==> config.mk <==
export PLATFORM = sky130hd
export DESIGN_NAME = rotate_inverse_top
export DESIGN_NICKNAME = d
export VERILOG_FILES = /design/src/rtl/rotate_inverse_top.sv
export SDC_FILE = /design/constraint.sdc
export NUM_CORES = 2
export LEC_CHECK = 0
export CAP_MARGIN = 20
export CELL_PAD_IN_SITES_DETAIL_PLACEMENT = 1
export CELL_PAD_IN_SITES_GLOBAL_PLACEMENT = 1
export CORE_MARGIN = 2
export CORE_UTILIZATION = 55
export DETAILED_ROUTE_END_ITERATION = 16
export HOLD_SLACK_MARGIN = 0.05
export PLACE_DENSITY = 0.79
export REMOVE_ABC_BUFFERS = 1
export SYNTH_ARGS = -nofsm -noshare
export SYNTH_HDL_FRONTEND = slang
export SYNTH_SLANG_ARGS = --single-unit
==> constraint.sdc <==
create_clock -name clk -period 6.8 [get_ports clk]
set_input_delay 1.7 -clock clk [delete_from_list [all_inputs] [get_ports clk]]
set_output_delay 1.7 -clock clk [all_outputs]
set_load 0.05 [all_outputs]
==> src/rtl/rotate_inverse_top.sv <==
// Inverse lane rotation: loads 64 slice lines, then writes them back
// with each lane shifted back by its offset along z.
module rotate_inverse_top #(
   parameter int LANES  = 25,
   parameter int DEPTH  = 64,
   parameter int ADDR_W = 6
) (
   input  logic              clk,
   input  logic              rst,
   input  logic              unrotate_en,
   output logic [ADDR_W-1:0] cnt_value,
   input  logic [LANES-1:0]  line_in,
   output logic              write_enable,
   output logic [ADDR_W-1:0] write_addr,
   output logic [LANES-1:0]  write_value,
   output logic              done
);

   typedef enum logic [2:0] {
      S_IDLE,
      S_LOAD,
      S_WRITE,
      S_DONE,
      S_WAIT_LOW
   } state_t;

   localparam logic [ADDR_W-1:0] LAST = ADDR_W'(DEPTH - 1);

   // Per-lane z offset, indexed by 5*y+x.
   localparam logic [ADDR_W-1:0] ROT [25] = '{
      6'd0,  6'd1,  6'd62, 6'd28, 6'd27,
      6'd36, 6'd44, 6'd6,  6'd55, 6'd20,
      6'd3,  6'd10, 6'd43, 6'd25, 6'd39,
      6'd41, 6'd45, 6'd15, 6'd21, 6'd8,
      6'd18, 6'd2,  6'd61, 6'd56, 6'd14
   };

   state_t            state_q, state_d;
   logic [ADDR_W-1:0] cnt_q, cnt_d;
   logic [ADDR_W-1:0] waddr_q, waddr_d;
   logic [LANES-1:0]  buf_q [DEPTH];
   logic [LANES-1:0]  buf_d [DEPTH];
   logic              load_en;
   logic              we;
   logic              done_o;
   logic [LANES-1:0]  rot_line;

   // Sequencer: next state, counters and strobes.
   always_comb begin
      state_d = state_q;
      cnt_d   = cnt_q;
      waddr_d = waddr_q;
      load_en = 1'b0;
      we      = 1'b0;
      done_o  = 1'b0;
      unique case (state_q)
         S_IDLE: begin
            cnt_d   = '0;
            waddr_d = '0;
            if (unrotate_en) state_d = S_LOAD;
         end
         S_LOAD: begin
            load_en = 1'b1;
            cnt_d   = cnt_q + 1'b1;
            if (cnt_q == LAST) state_d = S_WRITE;
         end
         S_WRITE: begin
            we      = 1'b1;
            waddr_d = waddr_q + 1'b1;
            if (waddr_q == LAST) state_d = S_DONE;
         end
         S_DONE: begin
            done_o  = 1'b1;
            state_d = S_WAIT_LOW;
         end
         S_WAIT_LOW: begin
            if (!unrotate_en) state_d = S_IDLE;
         end
         default: state_d = S_IDLE;
      endcase
   end

   // Line buffer capture during LOAD.
   always_comb begin
      buf_d = buf_q;
      if (load_en) buf_d[cnt_q] = line_in;
   end

   // Un-rotate: each lane picks its bit from line z + r, wrapping.
   always_comb begin
      rot_line = '0;
      for (int i = 0; i < LANES; i++) begin
         rot_line[i] = buf_q[waddr_q + ROT[i]][i];
      end
   end

   // State, counters and buffer registers.
   always_ff @(posedge clk or negedge rst) begin
      if (!rst) begin
         state_q <= S_IDLE;
         cnt_q   <= '0;
         waddr_q <= '0;
         buf_q   <= '{default: '0};
      end else begin
         state_q <= state_d;
         cnt_q   <= cnt_d;
         waddr_q <= waddr_d;
         buf_q   <= buf_d;
      end
   end

   assign cnt_value    = cnt_q;
   assign write_addr   = waddr_q;
   assign write_enable = we;
   assign write_value  = we ? rot_line : '0;
   assign done         = done_o;

endmodule

==> summary.txt <==
Clocking
  • Post-CTS Resized: 0
  • CTS tree: yes
  • Cts hold-fix bufs: 0
  • Post-CTS Setup Inserts: 0
  • TritonCTS Buffers: 170
  • Clk sinks: 1,615
  • CTS max path bufs: 3
  • Clk_lat worst skew: 0.81 ns
  • Root Buffer Master: clkbuf_16
  • H-tree Lvls: 4
  • CTS clk-pin slew, worst paths: about 0.06 ns

Global route
  • Remaining Overflow, GRT: 0
  • Vias in the first global route: 48,500
  • Antenna violations before repair: 4
  • Largest net degree at the start of global routing: 185
  • Global-route usage over all layers: 32.9%
  • First-pass GRT wire length: 335,000 um

Placed design
  • DP Worst Slack: 1.07 ns
  • Routability congestion estimate: approximately 0.9
  • Number of port buffers: 66
  • Hpwl dp: about 130,000 um
  • Dpl cells: about 6,300
  • Placed inst area: 0.0772 sq mm

Cells and area
  • Ant diodes: 0
  • Syn-to-layout area delta: 10.7%
  • Most frequent cells in the layout: 1,609 x dfrtp_1, 1,584 x mux2_2, 444 x mux4_2, 175 x clkbuf_16, 134 x buf_4
  • Cell Count, Final, Fillers Out: 6,611
  • Layout cells sized above 1: 53.7%
  • Nets: 4,743
  • Design area: 0.0832 sq mm
  • Commonest non-fill, non-tap cell in the layout: dfrtp_1

STA
  • Hold slack: 0.489 ns
  • Setup TNS: 0 ns
  • Final setup viols: 0
  • Fin crit period: 6.60 ns
  • Slew headroom: between 20% and 30%
  • Clock Skew: 0.0187 ns
  • Period utilization: 97.0%
  • Max Fclk: 152 MHz
  • RSZ-0062 raised after global routing: no
  • Final Hold Fails: 0
  • Measured slew at the worst slew-check pin: ~1.1 ns
  • Post-route setup slack: 0.202 ns
  • Max-slew violations: 0

Setup path
  • Worst setup path endpoint: write_value[12]
  • R2R setup slack: about 3.3 ns
  • FF-to-FF path depth: 5
  • Arr. time, crit path: 4.90 ns
  • Reg2reg start: cnt_value[1]
  • Critical Path Source Type: register
  • FF-to-FF End: buf_q[848]
  • CP max FO: 17
  • Setup CP Type: reg -> out
  • CP Capture Type: output port
  • Worst Path Required: 5.10 ns
  • CP startpoint: write_addr[3]

Synth
  • EDFF count, synth: 0
  • Cell taking the most area after synthesis: dfrtp_1
  • Syn_area_per_cell: 15.8 sq um
  • Ys flop type: dfrtp_1
  • Post-synth cell types: 78
  • Synth Warn #: 0
  • Synthesized instance count: roughly 4,700
  • Seq/Total Area, Yosys: 53.8%
  • Top-area cell type share of the netlist area: 53.8%
  • Flops & latches, synth: 1,615
  • Ranking of synthesized cells by area: dfrtp_1 54%, mux2_2 24%, mux4_2 13%
  • Async S/R FF share, synth: 100%
  • Synth Cell Area: about 0.075 sq mm

Worst hold path
  • Hold Crit Depth: 1
  • Hold Crit Class: reg -> reg

Die
  • Die Ht: 374 um
  • Die width: 374 um
  • Cell Rows: between 100 and 150
  • Die ar.: 0.140 sq mm
  • Initial core utilization: 55.4%
  • Core area: between 0.1 and 0.15 sq mm
  • IO Pins: between 60 and 70

Detailed routing
  • Drt first pass iters: 5
  • DRC viols: 0
  • Via count: between 40,000 and 50,000
  • Routed len/inst: 34.1 um
  • DR iter-0 viols: between 3,000 and 4,000
  • Routed WL: 226,000 um
  • ANT nets after route: 0
  • Vias per inst: around 6.6

Status
  • Outcome: complete, no violations

Power
  • Max VDD drop: about 0.24 mV
  • Pwr dens: 251 mW/mm^2
  • Leakage: 33.9 nW

Flow run
  • Max_cap viols: 0
==> power breakdown <==
group,internal [mW],switching (mW)
sequential,10.1,0.246
clock,5.50,3.91
combinational,0.543,0.568
==> worst max-delay path, stage by stage (launching register included) <==
cell,delay (ns)
dfrtp_2,0.67
inv_2,0.28
ha_1,0.37
nor2b_1,0.23
o21ai_0,0.65
nand2_1,0.55
mux2i_1,0.33
a22o_1,0.31
o31ai_1,0.49
buf_12,0.20
==> through the flow <==
step                utilization [%]  power (mW)
floorplan                         -        11.0
global placement               57.0        11.5
detailed placement             57.0        11.6
CTS                            61.2        21.0
global route                   61.4        21.5
finish                         61.4        20.8
==> registers in the layout (all words and copies together), names as in the netlist <==
name,cells
state_q,3
write_addr,6
cnt_value,6
buf_q,1600
==> how the worst min path moves through the flow <==
stage / slack, ns / start / end
after floorplan: 0.45 / buf_q[1382] / buf_q[1382]
after global placement: 0.46 / buf_q[1382] / buf_q[1382]
after detailed placement: 0.47 / buf_q[1394] / buf_q[1394]
after CTS: 0.49 / buf_q[1397] / buf_q[1397]
after global routing: 0.50 / buf_q[754] / buf_q[754]
final: 0.49 / buf_q[1397] / buf_q[1397]
==> cells in the mapped netlist (7+ instances only) <==
cell type and number:
o211ai_1 8, nand2_2 13, mux2i_1 70, nand4_1 14
a211oi_1 8, nor2_1 39, nand2b_1 7, nand2_4 7
clkbuf_1 213, mux2_1 18, xor2_1 13, nor2b_1 8
xnor2_1 32, mux4_2 444, nor2_2 8, nand2_1 117
a21oi_1 23, and2_1 9, mux2_2 1584, buf_2 126
o21ai_1 8, dfrtp_1 1615, a311oi_1 7, o21ai_0 37
nand3_1 54, and3_1 13, buf_1 45, buf_4 35
ha_1 21, buf_6 28
==> cell families (layout without fill, tap and decap cells) <==
logic type               Yosys count  after routing  share of synthesized area, %
multiplexers                    2123           2123                          38.5
flip-flops                      1615           1615                          53.8
buffers and inverters            463            544                          3.07
AND/OR/NAND/NOR                  328            328                          2.31
AO/OA/AOI/OAI                    151            151                          1.34
XOR/XNOR                          48             48                         0.620
adder cells (fa/ha/maj)           21             21                         0.350
==> area by class of cell <==
cell class	instances	area, sq um
inverters	11	41.3
flip-flops and latches	1615	40400
well taps	1781	2230
fillers	11800	52300
clock inverters	44	475
repair buffers	225	2270
multi-input cells	2671	32600
clock buffers	264	5150
==> metal layers <==
metal / up-vias / wire length (um) / GRT usage, %
li1: 17600 / - / -
met1: 24400 / 91900 / 44.2
met2: 1423 / 109000 / 52.7
met3: 504 / 13600 / 6.06
met4: 2 / 10800 / 14.6
met5: - / 16 / 0
(Power assumes the default switching activity.)
